--- config.mk ---
export PLATFORM = sky130hd
export DESIGN_NAME = reg_file
export DESIGN_NICKNAME = d
export VERILOG_FILES = /design/src/rtl/cpu_pkg.sv /design/src/rtl/reg_scoreboard.sv /design/src/rtl/reg_file.sv
export SDC_FILE = /design/constraint.sdc
export NUM_CORES = 2
export LEC_CHECK = 0
export CAP_MARGIN = 25
export CORE_MARGIN = 2
export CORE_UTILIZATION = 51
export DETAILED_ROUTE_END_ITERATION = 8
export PLACE_DENSITY = 0.76
export SLEW_MARGIN = 0
export SYNTH_ARGS = -nofsm -noshare
export SYNTH_HDL_FRONTEND = slang
export SYNTH_SLANG_ARGS = --single-unit
export TNS_END_PERCENT = 1
--- constraint.sdc ---
create_clock -name clk_i -period 37 [get_ports clk_i]
set_input_delay 5.55 -clock clk_i [delete_from_list [all_inputs] [get_ports clk_i]]
set_output_delay 5.55 -clock clk_i [all_outputs]
set_load 0.02 [all_outputs]
--- src/rtl/cpu_pkg.sv ---
// rtl/cpu_pkg.sv - shared register-file widths, typedefs and constants
package cpu_pkg;

   localparam int DATA_W   = 32;
   localparam int ADDR_W   = 5;
   localparam int NUM_REGS = 1 << ADDR_W;

   typedef logic [ADDR_W-1:0] reg_addr_t;
   typedef logic [DATA_W-1:0] word_t;

   localparam reg_addr_t REG_ZERO = '0;

endpackage

--- src/rtl/reg_scoreboard.sv ---
// rtl/reg_scoreboard.sv - per-register pending-write scoreboard and hazard detect
module reg_scoreboard
   import cpu_pkg::*;
#(
   parameter int ADDR_W = cpu_pkg::ADDR_W
) (
   input  logic                 clk_i,
   input  logic                 rst_i,
   input  logic                 issue_i,
   input  logic [ADDR_W-1:0]    issue_rd_i,
   input  logic                 wb_en_i,
   input  logic [ADDR_W-1:0]    wb_addr_i,
   input  logic [ADDR_W-1:0]    rs_addr_i,
   input  logic [ADDR_W-1:0]    rt_addr_i,
   input  logic                 rs_bypass_i,
   input  logic                 rt_bypass_i,
   output logic                 hazard_o,
   output logic [(1<<ADDR_W)-1:0] pending_o
);

   localparam int N = 1 << ADDR_W;

   logic [N-1:0] pending_q;
   logic [N-1:0] pending_d;
   logic         rs_pend;
   logic         rt_pend;

   // Next pending vector: clear on write-back first, then set so a new producer wins
   always_comb begin
      pending_d = pending_q;
      if (wb_en_i && (wb_addr_i != '0)) begin
         pending_d[wb_addr_i] = 1'b0;
      end
      if (issue_i && (issue_rd_i != '0)) begin
         pending_d[issue_rd_i] = 1'b1;
      end
      pending_d[0] = 1'b0;
   end

   // Pending vector register, cleared asynchronously on reset
   always_ff @(posedge clk_i or posedge rst_i) begin
      if (rst_i) begin
         pending_q <= '0;
      end else begin
         pending_q <= pending_d;
      end
   end

   // Source hazards, masked for r0 and for a source satisfied by same-cycle bypass
   always_comb begin
      rs_pend  = pending_q[rs_addr_i] & (rs_addr_i != '0) & ~rs_bypass_i;
      rt_pend  = pending_q[rt_addr_i] & (rt_addr_i != '0) & ~rt_bypass_i;
      hazard_o = rs_pend | rt_pend;
   end

   assign pending_o = pending_q;

endmodule

--- src/rtl/reg_file.sv ---
// rtl/reg_file.sv - 32x32 register file, two read ports, one write port; REGFILE_BYPASS_EN enables write-through bypass
module reg_file
   import cpu_pkg::*;
#(
   parameter int DATA_W = cpu_pkg::DATA_W,
   parameter int ADDR_W = cpu_pkg::ADDR_W
) (
   input  logic                   clk_i,
   input  logic                   rst_i,
   input  logic [ADDR_W-1:0]      RSaddr_i,
   input  logic [ADDR_W-1:0]      RTaddr_i,
   output logic [DATA_W-1:0]      RSdata_o,
   output logic [DATA_W-1:0]      RTdata_o,
   input  logic                   RegWrite_i,
   input  logic [ADDR_W-1:0]      RDaddr_i,
   input  logic [DATA_W-1:0]      RDdata_i,
   input  logic                   issue_i,
   input  logic [ADDR_W-1:0]      issue_rd_i,
   output logic                   hazard_o,
   output logic [(1<<ADDR_W)-1:0] pending_o
);

   localparam int N = 1 << ADDR_W;

   logic [DATA_W-1:0] regs_q [N];
   logic [DATA_W-1:0] regs_d [N];
   logic              wr_en;
   logic              rs_byp;
   logic              rt_byp;

   assign wr_en = RegWrite_i && (RDaddr_i != '0);

   // Array next state: a single write per cycle; r0 is never written
   always_comb begin
      regs_d = regs_q;
      if (wr_en) begin
         regs_d[RDaddr_i] = RDdata_i;
      end
   end

   // Array storage, every entry cleared on reset so no unwritten register reads X
   always_ff @(posedge clk_i or posedge rst_i) begin
      if (rst_i) begin
         for (int i = 0; i < N; i++) begin
            regs_q[i] <= '0;
         end
      end else begin
         regs_q <= regs_d;
      end
   end

`ifdef REGFILE_BYPASS_EN
   assign rs_byp = wr_en && (RDaddr_i == RSaddr_i);
   assign rt_byp = wr_en && (RDaddr_i == RTaddr_i);
`else
   assign rs_byp = 1'b0;
   assign rt_byp = 1'b0;
`endif

   // Read muxes: r0 forced to zero, bypass takes the in-flight write-back data
   always_comb begin
      RSdata_o = regs_q[RSaddr_i];
      RTdata_o = regs_q[RTaddr_i];
      if (rs_byp) begin
         RSdata_o = RDdata_i;
      end
      if (rt_byp) begin
         RTdata_o = RDdata_i;
      end
      if (RSaddr_i == '0) begin
         RSdata_o = '0;
      end
      if (RTaddr_i == '0) begin
         RTdata_o = '0;
      end
   end

   reg_scoreboard #(
      .ADDR_W (ADDR_W)
   ) u_scoreboard (
      .clk_i       (clk_i),
      .rst_i       (rst_i),
      .issue_i     (issue_i),
      .issue_rd_i  (issue_rd_i),
      .wb_en_i     (RegWrite_i),
      .wb_addr_i   (RDaddr_i),
      .rs_addr_i   (RSaddr_i),
      .rt_addr_i   (RTaddr_i),
      .rs_bypass_i (rs_byp),
      .rt_bypass_i (rt_byp),
      .hazard_o    (hazard_o),
      .pending_o   (pending_o)
   );

endmodule

# Word level (Yosys, flattened, before mapping)
# Index checks and enable logic that the tools add are counted.
# totals
out_inout_bits	97
ff_bits	1055
inputBits	56
# classes
bitwise	9
magnitude_cmp	10
reduce_logical	11
muxes	21
# ops
operator	count
1024-bit bitwise mux	1
32-bit binary-select mux with 5-bit select	2
32-bit two-way mux	9
32-bit demux with 5-bit select	1
32-bit bitwise AND	1
32-bit NOT	1
32-bit OR	1
5-bit by 6-bit < comparator with 1-bit output (second input constant)	4
5-bit nonzero test	4
6-bit greater-or-equal comparator (second input constant)	3
5-bit NOT with 6-bit output	3
1-bit binary-select mux with 5-bit select	2
1-bit demux with 5-bit select	2
5-bit by 1-bit greater-or-equal comparator with 1-bit output (second input constant)	2
5-bit logical NOT	2
6-bit by 1-bit < comparator with 1-bit output (second input constant)	1
1-bit logical AND	5
1-bit two-way mux	4
1-bit bitwise AND	2
1-bit OR	1

# Depth between registers and ports, before layout
# logic_depth
word_depth	9
ltp_mapped	9
ltp_nobuf	5

# By module
# From an unflattened synthesis, not the netlist that was laid out.
# unflattened
cells_unflattened	3809
area_unflattened_um2	56919.6
# by_module_without_submodules
mod	instances	area_per_inst_um2	cells_per_inst
reg_file	1	54977.7	3618
reg_scoreboard	1	1941.9	191

# Worst setup path after synthesis
# No wires, ideal clock.
# synth_timing
kind	input -> output
start	in RSaddr_i[1]
end	out RSdata_o[11]
cell_stages	7
t_arrival_ns	7.333
t_required_ns	31.450
slack_ns	24.117
cell_sequence	buf_4 buf_2 buf_4 clkbuf_1 mux4_2 a211oi_1 nor4_1
# synth_via
elab_chain_cells	5
word_cells_on_any_way	6
# synth_rtl
element	line	text
from (decl)	reg_file.sv:10	input logic [ADDR_W-1:0] RSaddr_i,
5-bit NOT with 6-bit output (implied by the code)	reg_file.sv:62	RSdata_o = regs_q[RSaddr_i];
32-bit binary-select mux with 5-bit select	reg_file.sv:62	
32-bit two-way mux (implied by the code) (2 in a row)	reg_file.sv:62	
32-bit two-way mux (*)	reg_file.sv:70	if (RSaddr_i == '0) begin
to (decl)	reg_file.sv:12	output logic [DATA_W-1:0] RSdata_o,
# Mark *: on every way between the ends. The rest lies on a longest branch, timed or not. The select of a mux whose other input is x is not followed.

# Worst setup path in the final report
# layout_timing
start	in RTaddr_i[0]
end	out hazard_o
# layout_via
elab_chain_cells	4
word_cells_on_any_way	5
# layout_rtl
element	line	text
from (decl)	reg_file.sv:11	input logic [ADDR_W-1:0] RTaddr_i,
1-bit binary-select mux with 5-bit select	reg_scoreboard.sv:52	rt_pend = pending_q[rt_addr_i] & (rt_addr_i != '0) & ~rt_bypass_i;
1-bit two-way mux (implied by the code)	reg_scoreboard.sv:52	
1-bit bitwise AND (*)	reg_scoreboard.sv:52	
1-bit OR (*)	reg_scoreboard.sv:53	hazard_o = rs_pend | rt_pend;
to (decl)	reg_file.sv:19	output logic hazard_o,
# Marks and branches as above.

==> impl_results.md <==
* Final hold vios at 0
* PD cells at 55.3 nW/um2
* Die Y at 334 um
* Initial antenna violation count at 12
* Sw Ratio at 27.0%
* Max-cap violations at 0
* FF-to-FF setup slack at 36030 ps
* Final HPWL DP at 91500 um
* All-Layer GR Usage at 30.7%
* Inserted Clock Buffers at 107
* WL final at 171000 um
* Relative slew slack at 21.7%
* Yosys top cell by area: dfrtp_1
* TritonCTS clock tree: yes
* Peak supply drop at 0.0320 mV
* Postcts setup bufs at 0
* Antenna Violating Nets Remaining at 0
* CORE AREA at 108000 um2
* Iter 0 DRT Violations at 4256
* Share of layout cells above drive strength 1 at 50.7%
* R2r startpoint: u_scoreboard.pending_o[14]
* Slew of the pin with the lowest slew margin at 1170 ps
* Ys Warns at 0
* Most numerous cell in the Yosys netlist: dfrtp_1
* Startpoint types: primary input
* Hold_sp: regs_q[1002]
* CP max-delay cell: buf_4
* Worst-path clk slew at approximately 70 ps
* Critical Path RT at around 31000 ps
* Cells resized by post-CTS repair at 0
* First-pass GRT wire length at 249000 um
* Status: complete, no violations
* IO buf count at 151
* Placer Congestion at roughly 0.84
* CTS max path bufs at 3
* Layout area overhead at 11.4%
* CP max FO at 110
* Setup-failing EPs final at 0
* Largest net degree at the start of global routing at 164
* Number of flops mapped to enable cells by yosys at 0
* Avg Inst Size Synth at 15.3 um2
* Worst Hold Depth at 0
* Crit-path cells: buf_8, buf_4, buf_12, buf_4, mux4_2, nand2b_1, nand4_1, o22ai_1, a22o_1, clkdlybuf4s50_1
* WL/cell at 33.8 um
* Utilization of the core after routing at 57.0%
* Via count at 35900
* Net Count, Synth at 3676
* Fraction of registers with async set/reset at 100%
* Cell Area, Synth at roughly 56000 um2
* Final Non-Filler Cells at 5059
* H-tree depth at 3
* Post-Place Cells at between 4000 and 5000
* Clk Latency, worst-skew pair at just under 700 ps
* Worst reg2reg path depth at 2
* Most frequent CP cell: buf_4
* Crit path launch: RTaddr_i[0]
* Slew Limit Fails at 0
* Slowest cell delay on critical path at 850 ps
* Leakage power at 26.3 nW
* # DRC at 0
* FF-to-FF End: u_scoreboard.pending_o[14]
* Clock sinks at 1055
* Grt ovf at 0
* Int Pwr at 2.50 mW
* Die Wd at 334 um
* Starting Density at 51.2%
* Hold EP: regs_q[1002]
* Post-DR vias/cell at 7.10
* Post-layout min period at 16290 ps
* Die Area at approximately 110000 um2
* Top Family by Delay on Critical Path: buffers and inverters
* Setup TNS at 0 ps
* CTS Root Cell: clkbuf_16
* Post-CTS Hold Buffers at 0
* RSZ-0062 raised after global routing: false
* Reg power frac at 45.2%
* FMAX at 61.4 MHz
* Gate power share at 20.9%
* Drt first pass iters at 7
* Number of synthesized register bits at 1055
* Post-synth cell types at 44
* Synth top cells by count: 1055 x dfrtp_1, 1013 x mux2_2, 510 x mux4_2
* Crit. End Element: output port
* Top_reg_cell synth: dfrtp_1
* Crit path buffers/inverters at 5
* Worst Skew at 0 ps
* Site Rows at approximately 120
* Final period util at 44.0%
* Vias in the first global route at 36200
* Clock power frac at 33.9%
* Worst Setup Path Type: primary input to output port
* Fillers at ~8300
* Post-Synthesis Cells at 3620
* Net switching power at 925 uW
* Synth area leaders: dfrtp_1 48%, mux4_2 21%, mux2_2 21%, mux2i_1 1.6%, clkbuf_1 1.6%
* Synth top area share at 47.6%
* Ports at between 150 and 200
* Nets@finish at 3606
* Worst Hold Class: flip-flop to flip-flop
* Register area share after synthesis at between 40% and 50%
* CP Data Arrival Time at 10740 ps
[routing by layer]
layer	wire length, um	part of all wire (%)	vias up	global-route usage [%]
met4	8240	4.8	10	13.9
met5	60	0.035	-	0
met2	80000	47	2048	47.6
met3	17000	10	446	7.16
met1	65500	38	19400	41.4
li1	-	-	14000	-
[metrics by stage]
stage	hold slack [ps]	total power, mW	instance area (um2)	setup WS, ps
2_1_floorplan	425	2.06	55500	1750
3_3_place_gp	361	2.23	57800	20580
3_5_place_dp	363	2.26	57900	20580
4_1_cts	377	3.41	61600	20590
5_1_grt	385	3.54	61800	20250
6_report	375	3.42	61800	20710
[power by group through the flow]
stage | Clock [mW] | Sequential (mW) | Combinational (mW)
5_1_grt | 1.21 | 1.57 | 0.760
6_report | 1.16 | 1.55 | 0.716
4_1_cts | 1.17 | 1.53 | 0.713
2_1_floorplan | 0 | 1.51 | 0.548
3_3_place_gp | 0 | 1.54 | 0.690
3_5_place_dp | 0 | 1.55 | 0.709
[layout by cell type (no fill, tap or decap), drive strengths merged, types with 24 or more instances in the layout]
cell type	count
buf	100
clkdlybuf4s50	142
o21ai	24
a31oi	42
mux2i	90
mux2	1013
a211o	32
nand2	55
a22o	34
nor2b	33
dfrtp	1055
a22oi	86
o22ai	67
clkbuf	164
mux4	510
[worst max-delay path by stage]
stage                end  slack, ps  cells after the start
2_1_floorplan  regs_q[0]       1750                      1
4_1_cts         hazard_o      20590                     10
3_3_place_gp    hazard_o      20580                     10
5_1_grt         hazard_o      20250                     10
3_5_place_dp    hazard_o      20580                     10
6_report        hazard_o      20710                     10
[sequential cells by signal, summed over array words and instances (netlist names)]
name and cells:
regs_q 1024, u_scoreboard.pending_o 31
[layout make-up]
| cell class | count | area, um2 | area share [%] |
|---|---|---|---|
| antenna | 7 | 17.5 | 0.0283 |
| tap | 1414 | 1770 | 2.86 |
| sequential | 1055 | 26400 | 42.7 |
| multi-input combinational | 2137 | 27400 | 44.4 |
| clock buffer | 160 | 3170 | 5.13 |
| clock inverter | 37 | 556 | 0.898 |
| timing repair buffer | 246 | 2460 | 3.98 |
| inverter | 3 | 18.8 | 0.0303 |
[worst register-to-register path: cells and delay by family (launching register included)]
kind	cells	cell delay [ps]
AO/OA/AOI/OAI	2	250
flip-flops	1	640
[logic make-up (layout without fill, tap and decap cells)]
logic type	count (synthesis)	after routing	synth area share, %
mux	1613	1613	42.9
flops	1055	1055	47.6
buf+inv	428	446	3.46
compound gates	335	335	4.28
simple gates	188	188	1.84
other cells	1	8	0.00675
Note: power is estimated with default switching activity, not from simulation.
